**src/rtl/trng_pkg.sv**
```systemverilog
// -----------------------------------------------------------------------------
// trng_pkg
// Definitions shared by the entropy scheduler and its sub-modules.
//   WORD_W                  : width of one conditioner word
//   DEFAULT_WORDS_PER_BLOCK : words in one conditioner block (8 x 32 = 256 bits)
//   state_t                 : scheduler FSM state encoding
// -----------------------------------------------------------------------------
package trng_pkg;

    localparam int WORD_W                  = 32;
    localparam int DEFAULT_WORDS_PER_BLOCK = 8;

    typedef enum logic [2:0] {
        ST_IDLE    = 3'd0,
        ST_SELECT  = 3'd1,
        ST_COLLECT = 3'd2,
        ST_PUSH    = 3'd3,
        ST_FAULT   = 3'd4
    } state_t;

endpackage

```
**src/rtl/rr_picker.sv**
```systemverilog
// -----------------------------------------------------------------------------
// rr_picker
// Combinational round-robin search: returns the first set bit of i_mask
// strictly after i_last, wrapping from N-1 back to 0. If only i_last itself
// is set, i_last is returned.
//   i_mask : candidate mask (N bits)
//   i_last : index used last time
//   o_next : next index to use (meaningful only when o_any = 1)
//   o_any  : at least one bit of i_mask is set
// N must be a power of two so that index arithmetic wraps naturally.
// -----------------------------------------------------------------------------
module rr_picker #(
    parameter  int N  = 32,
    localparam int IW = $clog2(N)
) (
    input  logic [N-1:0]  i_mask,
    input  logic [IW-1:0] i_last,
    output logic [IW-1:0] o_next,
    output logic          o_any
);

    always_comb begin
        logic [IW-1:0] v_idx;
        logic          v_found;
        // NOTE: every variable written here gets a value before any branch, so no latch is inferred.
        o_next  = i_last;
        v_found = 1'b0;
        v_idx   = '0;
        // Offsets 1..N; the IW-bit sum wraps modulo N, and offset N lands back on i_last.
        for (int k = 1; k <= N; k++) begin
            v_idx = i_last + IW'(k);
            if (!v_found && i_mask[v_idx]) begin
                o_next  = v_idx;
                v_found = 1'b1;
            end
        end
    end

    assign o_any = |i_mask;

endmodule

```
**src/rtl/entropy_scheduler.sv**
```systemverilog
// -----------------------------------------------------------------------------
// entropy_scheduler
// Rotates through healthy entropy sources, assembles 32-bit words from their
// serial bits and hands them to the conditioner in blocks of WORDS_PER_BLOCK.
//   clk, rst_n     : clock, asynchronous active-low reset
//   enable         : run request (honoured only at block boundaries)
//   temp_ok        : all temperature sensors good
//   src_good       : per-source online health test pass flags
//   src_bit(_valid): serial bit from the selected source and its qualifier
//   src_sel        : entropy mux select
//   cond_word/valid/last/ready : word handshake to the conditioner
//   cond_abort     : one-cycle pulse, discard the partial block
//   fault          : no usable source or temperature bad
//   blocks_done    : completed blocks, saturating
// -----------------------------------------------------------------------------
module entropy_scheduler
    import trng_pkg::*;
#(
    parameter  int NUM_SRC         = 32,
    parameter  int WORDS_PER_BLOCK = DEFAULT_WORDS_PER_BLOCK,
    localparam int SEL_W           = $clog2(NUM_SRC)
) (
    input  logic               clk,
    input  logic               rst_n,
    input  logic               enable,
    input  logic               temp_ok,
    input  logic [NUM_SRC-1:0] src_good,
    input  logic               src_bit,
    input  logic               src_bit_valid,
    output logic [SEL_W-1:0]   src_sel,
    output logic [WORD_W-1:0]  cond_word,
    output logic               cond_valid,
    output logic               cond_last,
    input  logic               cond_ready,
    output logic               cond_abort,
    output logic               fault,
    output logic [15:0]        blocks_done
);

    localparam int               WC_W      = (WORDS_PER_BLOCK > 1) ? $clog2(WORDS_PER_BLOCK) : 1;
    localparam int               BC_W      = $clog2(WORD_W);
    localparam logic [WC_W-1:0]  LAST_WORD = WC_W'(WORDS_PER_BLOCK - 1);
    localparam logic [BC_W-1:0]  LAST_BIT  = BC_W'(WORD_W - 1);

    state_t              r_state;
    state_t              w_state_nxt;
    logic [SEL_W-1:0]    r_src_sel;
    logic [SEL_W-1:0]    r_last_idx;
    logic [WORD_W-1:0]   r_word;
    logic [BC_W-1:0]     r_bit_cnt;
    logic [WC_W-1:0]     r_word_cnt;
    logic [15:0]         r_blocks_done;

    logic [SEL_W-1:0]    w_pick;
    logic                w_any;
    logic                w_run_ok;
    logic                w_src_bad;
    logic                w_last_word;
    logic                w_abort;
    logic                w_shift;
    logic                w_push_ok;
    logic                w_load_sel;

    rr_picker #(.N(NUM_SRC)) u_rr_picker (
        .i_mask (src_good),
        .i_last (r_last_idx),
        .o_next (w_pick),
        .o_any  (w_any)
    );

    assign w_run_ok    = temp_ok && w_any;
    // Health of the source currently feeding the word; checked only while a word is live.
    assign w_src_bad   = !src_good[r_src_sel] || !temp_ok;
    assign w_last_word = (r_word_cnt == LAST_WORD);

    always_ff @(posedge clk or negedge rst_n) begin
        if (!rst_n) begin
            r_state <= ST_IDLE;
        end else begin
            r_state <= w_state_nxt;
        end
    end

    always_comb begin
        w_state_nxt = r_state;
        w_abort     = 1'b0;
        w_shift     = 1'b0;
        w_push_ok   = 1'b0;
        w_load_sel  = 1'b0;
        cond_valid  = 1'b0;
        cond_last   = 1'b0;
        fault       = 1'b0;

        case (r_state)
            ST_IDLE: begin
                if (enable) begin
                    w_state_nxt = w_run_ok ? ST_SELECT : ST_FAULT;
                end
            end

            ST_SELECT: begin
                // Reached at a block boundary with enable low (e.g. after an abort): do not start a new block.
                if (r_word_cnt == '0 && !enable) begin
                    w_state_nxt = ST_IDLE;
                end else if (!w_run_ok) begin
                    w_state_nxt = ST_FAULT;
                end else begin
                    w_load_sel  = 1'b1;
                    w_state_nxt = ST_COLLECT;
                end
            end

            ST_COLLECT: begin
                if (w_src_bad) begin
                    w_abort     = 1'b1;
                    w_state_nxt = w_run_ok ? ST_SELECT : ST_FAULT;
                end else if (src_bit_valid) begin
                    w_shift = 1'b1;
                    if (r_bit_cnt == LAST_BIT) begin
                        w_state_nxt = ST_PUSH;
                    end
                end
            end

            ST_PUSH: begin
                cond_valid = 1'b1;
                cond_last  = w_last_word;
                // Abort outranks a simultaneous handshake: the word is not counted.
                if (w_src_bad) begin
                    w_abort     = 1'b1;
                    w_state_nxt = w_run_ok ? ST_SELECT : ST_FAULT;
                end else if (cond_ready) begin
                    w_push_ok   = 1'b1;
                    w_state_nxt = (w_last_word && !enable) ? ST_IDLE : ST_SELECT;
                end
            end

            ST_FAULT: begin
                fault = 1'b1;
                if (!enable) begin
                    w_state_nxt = ST_IDLE;
                end else if (w_run_ok) begin
                    w_state_nxt = ST_SELECT;
                end
            end

            default: begin
                w_state_nxt = ST_IDLE;
            end
        endcase
    end

    // NOTE: sequential state uses non-blocking assignments so every register samples pre-edge values.
    always_ff @(posedge clk or negedge rst_n) begin
        if (!rst_n) begin
            r_src_sel     <= '0;
            r_last_idx    <= SEL_W'(NUM_SRC - 1);
            r_word        <= '0;
            r_bit_cnt     <= '0;
            r_word_cnt    <= '0;
            r_blocks_done <= '0;
        end else begin
            if (w_load_sel) begin
                r_src_sel  <= w_pick;
                r_last_idx <= w_pick;
            end

            if (w_abort) begin
                r_word     <= '0;
                r_bit_cnt  <= '0;
                r_word_cnt <= '0;
            end else begin
                if (w_shift) begin
                    r_word    <= {r_word[WORD_W-2:0], src_bit};
                    r_bit_cnt <= r_bit_cnt + BC_W'(1);   // wraps to 0 after the last bit
                end
                if (w_push_ok) begin
                    if (w_last_word) begin
                        r_word_cnt <= '0;
                        if (r_blocks_done != 16'hFFFF) begin
                            r_blocks_done <= r_blocks_done + 16'd1;
                        end
                    end else begin
                        r_word_cnt <= r_word_cnt + WC_W'(1);
                    end
                end
            end
        end
    end

    assign src_sel     = r_src_sel;
    assign cond_word   = r_word;
    assign cond_abort  = w_abort;
    assign blocks_done = r_blocks_done;

endmodule

```
**config.mk**
```make
export PLATFORM = sky130hd
export DESIGN_NAME = entropy_scheduler
export DESIGN_NICKNAME = d
export VERILOG_FILES = /design/src/rtl/trng_pkg.sv /design/src/rtl/rr_picker.sv /design/src/rtl/entropy_scheduler.sv
export SDC_FILE = /design/constraint.sdc
export NUM_CORES = 1
export LEC_CHECK = 0
export ABC_AREA = 1
export CAP_MARGIN = 20
export CELL_PAD_IN_SITES_DETAIL_PLACEMENT = 2
export CELL_PAD_IN_SITES_GLOBAL_PLACEMENT = 2
export CORE_MARGIN = 2
export CORE_UTILIZATION = 32
export CTS_CLUSTER_SIZE = 40
export DETAILED_ROUTE_END_ITERATION = 12
export HOLD_SLACK_MARGIN = 0.05
export PLACE_DENSITY_LB_ADDON = 0.1
export REMOVE_ABC_BUFFERS = 1
export SLEW_MARGIN = 20
export SYNTH_ARGS = -nofsm -noshare
export SYNTH_HDL_FRONTEND = slang
export SYNTH_SLANG_ARGS = --single-unit
```
**constraint.sdc**
```tcl
create_clock -name clk -period 8.6 [get_ports clk]
set_input_delay 1.72 -clock clk [delete_from_list [all_inputs] [get_ports clk]]
set_output_delay 1.72 -clock clk [all_outputs]
set_load 0.05 [all_outputs]
```
==> summary.md, run 1 <==
| Metric | Value |
|---|---|
| Grt peak-use layer | met2 |
| Final setup skew | 0.00665 ns |
| Post-synth top area share | 21.1% |
| Post-synth EDFFs | 0 |
| RSZ-0062 raised after global routing | no |
| Top cells by area, synth | dfrtp_1 21%, nand2_1 18%, nand3_1 13%, o21ai_0 7.0%, inv_1 6.5% |
| Core ar. | 23300 sq um |
| Final Slew Violations | 0 |
| Post-detail-place hpwl | 27.8 mm |
| Status | finished clean |
| Final worst path period need | 6.56 ns |
| Most used cell, CP | nand2_1 |
| Mux share of post-synthesis cell area | 0.809% |
| DRC viols | 0 |
| Largest net degree at the start of global routing | 70 |
| GRT overflow | 0 |
| First-pass GRT wire length | 56.8 mm |
| Clock slew at reported path FFs | 0.06 ns |
| Max-cap viol count | 0 |
| # rows | 56 |
| Root Buffer | clkbuf_16 |
| Count of port buffers added during placement | 95 |
| Cts repair resizes | 0 |
| Tot GR Track Use | 29.8% |
| Met1 usage | 36.4% |
| Post-Synth Simple-Gate Area | 42.2% |
| WP buf/inv | 5 |
| Total via count in the routed design | 9196 |
| Sequential cell area fraction in the yosys report | 22.9% |
| Antenna violations before repair | 0 |
| Via density | 5.52 |
| Largest delay contributor family on the critical path | simple AND/OR/NAND/NOR gates |
| DRT Pass-1 Iters | 5 |
| Worst-margin pin slew | 0.956 ns |
| Setup violators final | 0 |
| Die Ht | 158 um |
| Grt met2 use | 53.0% |
| Startpoint Class | primary input |
| Arrival @ worst endpoint | 6.78 ns |
| Multi-input logic area | 5070 sq um |
| Clk sinks | 69 |
| Num CTS Buffers | 9 |
| Area growth, synth to finish | 20.6% |
| Filler cell count | 2925 |
| Chip width | 158 um |
| GRT met3 Usage | 4.52% |
| #FFs+latches synth | 69 |
| Crit path kind | in -> reg |
| Post-DRT Antenna Nets | 0 |
| Per-cell routed wire length | 21.7 um |
| Worst-skew pair later-pin latency | 0.34 ns |
| Crit path max fanout | 7 |
| Most common cell in the netlist | nand2_1 |
| Placer congestion estimate | 0.902 |
| Drt initial violations | 420 |
| Mapped Area | 7580 sq um |
| Syn avg cell area | 5.99 sq um |
| # IOs | 96 |
| Top cells by count, synth | 360 x nand2_1, 197 x nand3_1, 131 x inv_1 |
| Initial core utilization | 32.5% |
| Gate Count Post-Synth | 1265 |
| Final Hold Fails | 0 |
| Fmax | 152 MHz |
| Yosys warns | 0 |
| Register area | 1730 sq um |
| Min-Delay Path Class | reg -> reg |
| Setup TNS | 0 ns |
| Cell variety after synth | 52 |
| Main combinational cell family by area after synthesis | simple AND/OR/NAND/NOR gates |
| Cell taking the most area after synthesis | dfrtp_1 |
| Adder-Cell Fraction of Synth Area | 3.14% |
| Ys flop type | dfrtp_1 |
| Slew margin rel. | 36.0% |
| DIE AREA | 24900 sq um |
| DRT Wirelength | 36.1 mm |
| FFs w/ async S/R, synth | 100% |
| N_diodes | 0 |
| Critical Path RT | 8.82 ns |
| Max incr delay on CP | 0.55 ns |
| CTS Buffer Depth | 2 |
| Layout cells sized above 1 | 6.76% |
| Vias in the first global route | 10078 |
| CTS tree | yes |
| NumNets Final | 1400 |
| CTS H-tree lvls | 3 |
| Slowest CP cell | clkdlybuf4s50_1 |
| Hold_buf cts | 0 |
| Synth Area in Compound Gates | 16.2% |
| Postcts setup bufs | 0 |
| Setup crit end kind | register |
| Post-synthesis xor/xnor area fraction | 4.59% |
| Tcrit/Tclk final | 76.3% |
[sequential cells by signal (all words and copies together) (netlist names)]
| signal | flops |
|---|---|
| blocks_done | 16 |
| cond_word | 32 |
| r_bit_cnt | 5 |
| r_last_idx | 5 |
| r_state | 3 |
| r_word_cnt | 3 |
| src_sel | 5 |
[layout by cell type, fill, tap and decap left out, drive strengths merged, types with 8 or more instances in the layout]
| master | count |
|---|---|
| o22ai | 8 |
| buf | 16 |
| o211ai | 12 |
| xor2 | 29 |
| inv | 149 |
| o21ai | 117 |
| nor2 | 94 |
| dfrtp | 64 |
| nand3 | 201 |
| ha | 19 |
| nand4 | 16 |
| nand2 | 368 |
| xnor2 | 9 |
| clkdlybuf4s50 | 94 |
| nor4 | 11 |
| clkbuf | 12 |
| a21oi | 67 |
| nor3 | 11 |
[final timing paths]
kind | start | end | slack, ns | depth (start not counted)
min in group asynchronous | rst_n | blocks_done[10] | 1.58 | 2
max | src_good[10] | src_sel[3] | 2.04 | 39
min reg2reg | blocks_done[15] | blocks_done[15] | 0.52 | 1
min | blocks_done[15] | blocks_done[15] | 0.52 | 1
max reg2reg | r_last_idx[2] | src_sel[3] | 2.13 | 39
max in group asynchronous | rst_n | cond_word[26] | 6.41 | 2
[cells by family after synthesis]
group,count (synthesis)
adders and majority gates,19
and+or+nand+nor,714
AOI/OAI and AO/OA,224
muxes,6
buffers and inverters,195
xor gates and xnor gates,38
DFF,69
[routing by layer]
layer	vias to the layer above	part of all wire (%)
met5	-	0
met4	0	3.5
met3	64	4.5
met2	187	49
met1	4608	43
li1	4337	-
[metrics by stage]
stage	hold slack (ns)	util, %	instances	cell area, sq um	setup slack, ns
6_report	0.516	39.2	1665	9140	2.04
3_5_place_dp	0.505	37.9	1650	8830	1.78
3_3_place_gp	0.486	37.9	1650	8830	2.02
2_1_floorplan	0.512	-	1221	7370	2.91
5_1_grt	0.531	39.2	1665	9140	1.45
4_1_cts	0.525	39.2	1665	9140	2.14
[worst register-to-register path, delay by kind of cell, from the launching register on]
family / cells / cell delay (ns)
and+or+nand+nor: 32 / 3.89
adders and majority gates: 1 / 0.43
DFF: 1 / 0.95
buffers and inverters: 5 / 0.90
AOI/OAI and AO/OA: 1 / 0.18
[final cells by class]
cell class	count	share of cell area, %
Timing Repair Buffer	110	11.6
Clock inverter	3	0.479
Tap cell	319	4.37
Sequential cell	69	19.0
Inverter	151	6.20
Multi-Input combinational cell	1001	55.5
Clock buffer	12	2.92
Power of run 1 is not shown: default switching activity piles up to over one toggle a cycle in this logic, so the estimate is an artifact.
==> inputs of run 2 (changes only) <==
Settings changed: CORE_UTILIZATION 32 to 30.
Clock period 8.6 ns to 6.8 ns, I/O delays scaled along.
==> summary.md, run 2 (synthesis gave the netlist of run 1 again) <==
| Metric | Value |
|---|---|
| Arrival @ worst endpoint | 6.43 ns (was 6.78 ns) |
| # IOs | 96 (unchanged) |
| Most used cell, CP | nand2_2 (was nand2_1) |
| DP Area | 8940 sq um (was 8830 sq um) |
| Slew margin rel. | 35.6% (was 36.0%) |
| Clock slew at reported path FFs | 0.06 ns (about the same) |
| Hold_buf cts | 0 (unchanged) |
| Worst reg2reg path depth | 38 (was 39) |
| Post-DRT Antenna Nets | 0 (unchanged) |
| Largest net degree at the start of global routing | 70 (unchanged) |
| Count of port buffers added during placement | 95 (unchanged) |
| Crit path max fanout | 18 (was 7) |
| Hold Slack | 0.508 ns (was 0.516 ns) |
| Startpoint Class | register (was primary input) |
| Chip width | 163 um (was 158 um) |
| Setup TNS | 0 ns (unchanged) |
| Fmax | 162 MHz |
| Post-Layout Cell Count | 1690 (was 1665) |
| Total via count in the routed design | 9173 (was 9196) |
| FF-to-FF End | src_sel[0] (was src_sel[3]) |
| CTS H-tree lvls | 3 (unchanged) |
| Per-cell routed wire length | 21.4 um (was 21.7 um) |
| CTS tree | yes (unchanged) |
| N_diodes | 0 (unchanged) |
| Area growth, synth to finish | 22.1% (was 20.6%) |
| Max-cap viol count | 0 (unchanged) |
| Num CTS Buffers | 9 (unchanged) |
| Final Hold Fails | 0 (unchanged) |
| Max FFs per register | 32 (unchanged) |
| Antenna violations before repair | 0 (unchanged) |
| Setup crit end kind | register (unchanged) |
| Max incr delay on CP | 0.88 ns (was 0.55 ns) |
| Root Buffer | clkbuf_16 (unchanged) |
| Die Ht | 163 um (was 158 um) |
| Core ar. | 25000 sq um (was 23300 sq um) |
| Min-Delay Path Class | reg -> reg (unchanged) |
| Slowest CP cell | dfstp_2 (was clkdlybuf4s50_1) |
| First-pass GRT wire length | 57.4 mm (was 56.8 mm) |
| RSZ-0062 raised after global routing | no (unchanged) |
| Critical Path RT | 7.06 ns (was 8.82 ns) |
| Leading cell type in the layout, fill and taps excluded | nand2_1 (unchanged) |
| Placed insts | 1674 (was 1650) |
| # rows | 58 (was 56) |
| GRT overflow | 0 (unchanged) |
| DRC viols | 0 (unchanged) |
| Drt initial violations | 512 (was 420) |
| Critical path origin | r_last_idx[2] (was src_good[10]) |
| CP endpoint | src_sel[0] (was src_sel[3]) |
| Reg2reg start | r_last_idx[2] (unchanged) |
| Final setup skew | 0.00638 ns (was 0.00665 ns) |
| Crit path kind | reg -> reg (was in -> reg) |
| Final Slew Violations | 0 (unchanged) |
| Tcrit/Tclk final | 90.7% |
| Design area | 9250 sq um (was 9140 sq um) |
| Worst-margin pin slew | 0.961 ns (was 0.956 ns) |
| CTS Buffer Depth | 2 (unchanged) |
| Post-detail-place hpwl | 28.6 mm (was 27.8 mm) |
| Worst-skew pair later-pin latency | 0.34 ns (about the same) |
| DIE AREA | 26600 sq um (was 24900 sq um) |
| Clk sinks | 69 (unchanged) |
| Placer congestion estimate | 0.890 (was 0.902) |
| R2r setup slk | 0.63 ns (was 2.13 ns) |
| NumNets Final | 1413 (was 1400) |
| Vias in the first global route | 10080 (was 10078) |
| Final worst path period need | 6.17 ns |
| Layout cells sized above 1 | 7.79% (was 6.76%) |
| Tot GR Track Use | 27.9% (was 29.8%) |
| Commonest non-fill, non-tap cells in the layout | 360 x nand2_1, 197 x nand3_1, 131 x inv_1, 106 x o21ai_0, 94 x clkdlybuf4s50_1 (unchanged) |
| Setup violators final | 0 (unchanged) |
| Filler cell count | 3180 (was 2925) |
| Via density | 5.43 (was 5.52) |
| Initial core utilization | 30.4% (was 32.5%) |
| Status | finished clean (unchanged) |
| DRT Pass-1 Iters | 5 (unchanged) |
| DRT Wirelength | 36.2 mm (was 36.1 mm) |
-- run 2: cell count changes in the layout (fill, tap and decap cells not counted), sizes merged --
cell,previous run,this run
buf,16,29
clkbuf,12,11
clkinv,4,3
clkinvlp,0,2
inv,149,150
-- run 2: layer usage --
layer / routed length (um) / vias to the layer above / global-route usage [%]
li1: - / 4372 / -
met1: 16000 / 4614 / 34.9
met2: 18100 / 148 / 50.3
met3: 1330 / 39 / 3.95
met4: 771 / 0 / 7.12
met5: 0 / - / 0
-- run 2: worst max-delay path, delay by kind of cell (launching register included) --
family / cells / cell delay (ns)
AND/OR/NAND/NOR: 30 / 3.65
flip-flops: 1 / 0.88
XOR/XNOR: 2 / 0.74
buffers and inverters: 4 / 0.37
adder cells (fa/ha/maj): 1 / 0.34
AO/OA/AOI/OAI: 1 / 0.09
-- run 2: cell type report --
cell class	instances	area [sq um]	share of cell area, %
clock buffer	11	243	2.62
clock inverter	5	58.8	0.635
inverter	151	567	6.12
multi-input combinational	1001	5080	54.9
sequential	69	1730	18.7
tap	330	413	4.46
timing repair buffer	123	1160	12.5
-- run 2: timing repair --
| item | CTS | global route |
|---|---|---|
| resized for setup | 0 | 3 |
| buffers inserted | 0 | 0 |
| endpoints found under the setup margin | 0 | 8 |
| hold endpoints to repair | 0 | 0 |
-- run 2: worst min-delay path by stage --
stage	startpoint	to	slack, ns	cells after the start
2_1_floorplan	r_bit_cnt[3]	r_bit_cnt[3]	0.51	2
3_3_place_gp	blocks_done[7]	blocks_done[7]	0.49	1
3_5_place_dp	blocks_done[12]	blocks_done[12]	0.50	1
4_1_cts	blocks_done[7]	blocks_done[7]	0.51	1
5_1_grt	blocks_done[7]	blocks_done[7]	0.53	1
6_report	blocks_done[7]	blocks_done[7]	0.51	1
-- run 2: stage by stage --
stage / utilization [%] / setup slack [ns]
after floorplan: - / 1.11
after global placement: 35.8 / 0.644
after detailed placement: 35.8 / 0.440
after CTS: 37.0 / 0.554
after global routing: 37.1 / 0.0464
final: 37.1 / 0.630
Power of run 2 is left out for the same reason.
==> RTL edit 1: new RTL, flow settings as in run 1 <==
Reset style: synchronous (`rst_n`), changed in 2 clocked blocks. Comments in the files are not updated.
--- a/src/rtl/entropy_scheduler.sv
+++ b/src/rtl/entropy_scheduler.sv
@@ -74,5 +74,5 @@
     assign w_last_word = (r_word_cnt == LAST_WORD);
 
-    always_ff @(posedge clk or negedge rst_n) begin
+    always_ff @(posedge clk) begin
         if (!rst_n) begin
             r_state <= ST_IDLE;
@@ -152,5 +152,5 @@
 
     // NOTE: sequential state uses non-blocking assignments so every register samples pre-edge values.
-    always_ff @(posedge clk or negedge rst_n) begin
+    always_ff @(posedge clk) begin
         if (!rst_n) begin
             r_src_sel     <= '0;
Function: differs if rst_n is asserted again (counterexample within 4 cycles, from zero or initial values and one cycle with rst_n low); with rst_n held inactive, the same outputs for 4 cycles.
==> RTL edit 1 against run 1 <==
- maximum frequency down 2.3%
- highest routed layer unchanged
- sequential cell count did not move
- setup slack got worse by 150 ps
- critical path depth shrank 2
- cell area down 2.2%
- wire length is 0.60% lower
- worst hold slack worse by 34 ps
- die area decreased by 2.6%
- area after synthesis fell by 2.7%
Power is left out: it rests on default switching activity, and per cell area and clock period it moved more than threefold.
==> RTL edit 1: results (changes against run 1) <==
- Result of the run: complete, no violations (unchanged).
* Proportion of layout cells with a drive suffix above 1: 5.80% (was 6.76%)
- XOR/XNOR Fraction of Synth Area: 2.78% (was 4.59%)
- Clock Skews: 7.45 ps (was 6.65 ps)
* Number of nets at the end of the flow: 1467 (was 1400)
- The hold-critical path depth was 2 (was 1).
- The flop-to-flop setup slack was 2020 ps (was 2130 ps).
- Maximum number of pins on one net before global-route repair: 38 (was 70)
- Endpoint of the lowest-slack register-to-register path: r_last_idx[3]$_SDFFE_PN1P_ (was src_sel[3]$_DFFE_PN0P_)
- The routability-driven placement congestion ratio came to 0.991 (was 0.902).
- Peak fanout along the critical path: 6 (was 7)
- Number of global-route vias before repair: 10.4k (was 10.1k)
- The aggregate global-route resource usage came to 29.8% (about the same).
- The master of the slowest instance on the critical path is o21ai_0 (was clkdlybuf4s50_1).
- The area fraction in compound gates after synthesis came to 17.0% (was 16.2%).
* Critical path's largest stage delay: 490 ps (was 550 ps)
- Number of cells after detailed placement: 1682 (was 1650)
- The maximum operating frequency was 149 MHz (was 152 MHz).
- The number of vias per cell is 5.59 (was 5.52).
- The post-place setup slack came to 1790 ps (was 1780 ps).
* Total iterations of the first detailed-routing run: 4 (was 5)
- Number of DRC violations after detailed-routing iteration 0: 468 (was 420)
* Source of the worst hold timing path: cond_word[19]$_SDFFE_PP0P_ (was blocks_done[15]$_DFFE_PN0P_)
* Mux share of post-synthesis cell area: 0% (was 0.809%)
* Cells after synthesis: 1334 (was 1265)
* Arithmetic-cell share of the synthesized area counting full adders, half adders and majority gates: 3.22% (was 3.14%)
- Sequential element share of the synthesized area: 18.7% (was 22.9%)
- The prevailing post-synth register cell is dfxtp_1 (was dfrtp_1).
- The terminating pin of the worst hold path is cond_word[20]$_SDFFE_PP0P_ (was blocks_done[15]$_DFFE_PN0P_).
RTL edit 1: logic make-up (layout without fill, tap and decap cells):
group                    Yosys count  after routing
AND/OR/NAND/NOR                  765            765
AO/OA/AOI/OAI                    233            233
buffers and inverters            228            308
flip-flops                        69             69
XOR/XNOR                          20             20
adder cells (fa/ha/maj)           19             19
RTL edit 1: cell type report:
cell class                      count  area (µm²)  share of cell area (%)
Clock buffer                       10         229                    2.56
Tap cell                          285         357                    3.99
Inverter                          183         687                    7.68
Sequential cell                    69        1380                    15.5
Multi-Input combinational cell   1037        5110                    57.2
Timing Repair Buffer              109        1080                    12.0
Clock inverter                      6        95.1                    1.06
RTL edit 1: routing by layer:
metal	up-vias	track usage (%)	wire length, µm
li1	4531	-	-
met1	4743	37.2	16100
met2	170	54.0	17800
met3	51	2.72	944
met4	0	9.48	1120
met5	-	0	0
==> RTL edit 2: new RTL, flow settings as in run 1 <==
Made on the original files. Change the package constant `DEFAULT_WORDS_PER_BLOCK` from 8 to 16. Comments in the files are not updated.
--- a/src/rtl/trng_pkg.sv
+++ b/src/rtl/trng_pkg.sv
@@ -9,5 +9,5 @@
 
     localparam int WORD_W                  = 32;
-    localparam int DEFAULT_WORDS_PER_BLOCK = 8;
+    localparam int DEFAULT_WORDS_PER_BLOCK = 16;
 
     typedef enum logic [2:0] {
Behaviour: no difference found for any inputs over 4 cycles, from zero or initial values and one cycle with rst_n low; that may be too few to reach the edited logic, so the function may still have changed.
==> RTL edit 2 against run 1 <==
- setup slack got worse by 600 ps
- highest routed layer unchanged
- critical path depth unchanged
- die area is 1.0% higher
- area after synthesis up 1.1%
- critical path type is now reg -> reg
- critical endpoint is now src_sel[2]$_DFFE_PN0P_
- global-route usage down 2.3 points
- wire length shrank 4.6%
- sequential share of layout area is 0.26 points higher
- count of clock-buffer cells in the layout fell by 1
- cell area hardly changed
- sequential cell count up 1
Power is left out: the tool's default activity adds up to more than one toggle a clock period on the data nets, which glitch-free logic cannot reach.
==> RTL edit 2: results (changes against run 1) <==
- Result of the run: complete, no violations (unchanged)
- The arrival time at the worst endpoint was 7390 ps (was 6780 ps).
* Cell variety after synth: 50 (was 52)
- The worst hold slack across all endpoints was 494 ps (was 516 ps).
* Proportion of layout cells with a drive suffix above 1: 6.24% (was 6.76%)
* R2R Setup Slk: 1440 ps (was 2130 ps)
* Met2 wire length: 16.6 mm (was 17.7 mm)
- The aggregate global-route resource usage came to 27.5% (was 29.8%).
* First-pass GRT wire length: 54.8 mm (was 56.8 mm)
- Cts bufs inserted: 9 (unchanged)
- Total iterations of the first detailed-routing run: 4 (was 5)
- The number of global-route vias before repair came to 9740 (was 10.1k).
* Sequential element share of the synthesized area: 22.9% (about the same)
- Synth top area share: 21.2% (was 21.1%)
- Most frequent cell after synthesis: nand2_1 (unchanged)
* Cells taking the most area after synthesis: dfrtp_1 (21%), nand2_1 (17%), nand3_1 (16%) (was dfrtp_1 (21%), nand2_1 (18%), nand3_1 (13%))
- Post-Place Cell Area: 0.00882 mm² (was 0.00883 mm²)
- Sum of net half-perimeters after detailed placement: 26.9 mm (was 27.8 mm)
- The clock skew after layout is 9.30 ps (was 6.65 ps).
- Worst slew pin tran: 1060 ps (was 956 ps)
- The capture point of the worst path is src_sel[2]$_DFFE_PN0P_ (was src_sel[3]$_DFFE_PN0P_).
- Source of the worst hold timing path: cond_word[31]$_DFFE_PN0P_ (was blocks_done[15]$_DFFE_PN0P_)
* Routed wire length: 34.5 mm (was 36.1 mm)
- Number of nets at the end of the flow: 1398 (was 1400)
- Placer Congestion: 0.963 (was 0.902)
- Portion of the clock cycle consumed by the worst path in the final layout: 83.3% (was 76.3%)
- Maximum number of pins on one net before global-route repair: 71 (was 70)
- Worst-skew pair later-pin latency: 340 ps (about the same)
- The routed length on met1 was 15.4 mm (was 15.6 mm).
- The post-place setup slack came to 1490 ps (was 1780 ps).
- Most frequent cells after synthesis: nand2_1 (350), nand3_1 (247), inv_1 (161), o21ai_0 (94), nor2_1 (76) (was nand2_1 (360), nand3_1 (197), inv_1 (131), o21ai_0 (106), nor2_1 (84)).
- Peak fanout along the critical path: 21 (was 7)
- The number of vias after detailed routing is 9030 (was 9196).
- Met2 usage: 48.7% (was 53.0%)
- The met1 usage is 34.4% (was 36.4%).
* Worst min-delay path endpoint: cond_word[31]$_DFFE_PN0P_ (was blocks_done[15]$_DFFE_PN0P_)
- The sort of element at the start of the critical path is a flip-flop (was primary input).
* Hold Path Stages: 2 (was 1)
* Number of DRC violations after detailed-routing iteration 0: 462 (was 420)
- The length of routed met3 wiring was 1.36 mm (was 1.63 mm).
- The delay contributed by the slowest stage of the critical path is 990 ps (was 550 ps).
==> RTL edit 2: area by class of cell <==
class | count | area [µm²]
Clock buffer | 11 | 243
Inverter | 179 | 673
Sequential cell | 70 | 1760
Tap cell | 319 | 399
Timing Repair Buffer | 100 | 986
Fill cell | 2942 | 14300
Multi-Input combinational cell | 981 | 5010
Clock inverter | 5 | 82.6
==> RTL edit 2: cells by family (layout without fill, tap and decap cells) <==
| family | count (synthesis) | after routing | share of synthesized area (%) |
|---|---|---|---|
| xor+xnor | 34 | 34 | 4.52 |
| simple gates | 738 | 738 | 43.3 |
| flops | 70 | 70 | 22.9 |
| compound gates | 190 | 190 | 14.5 |
| buf+inv | 220 | 295 | 11.7 |
| fa+ha+maj | 18 | 18 | 2.94 |
| mux | 1 | 1 | 0.147 |
==> RTL edit 2: stage by stage <==
step / cells / utilization (%)
after CTS: 1665 / 39.0
after detailed placement: 1649 / 37.6
final: 1665 / 39.0
after global placement: 1649 / 37.6
after floorplan: 1230 / -
after global routing: 1665 / 39.0
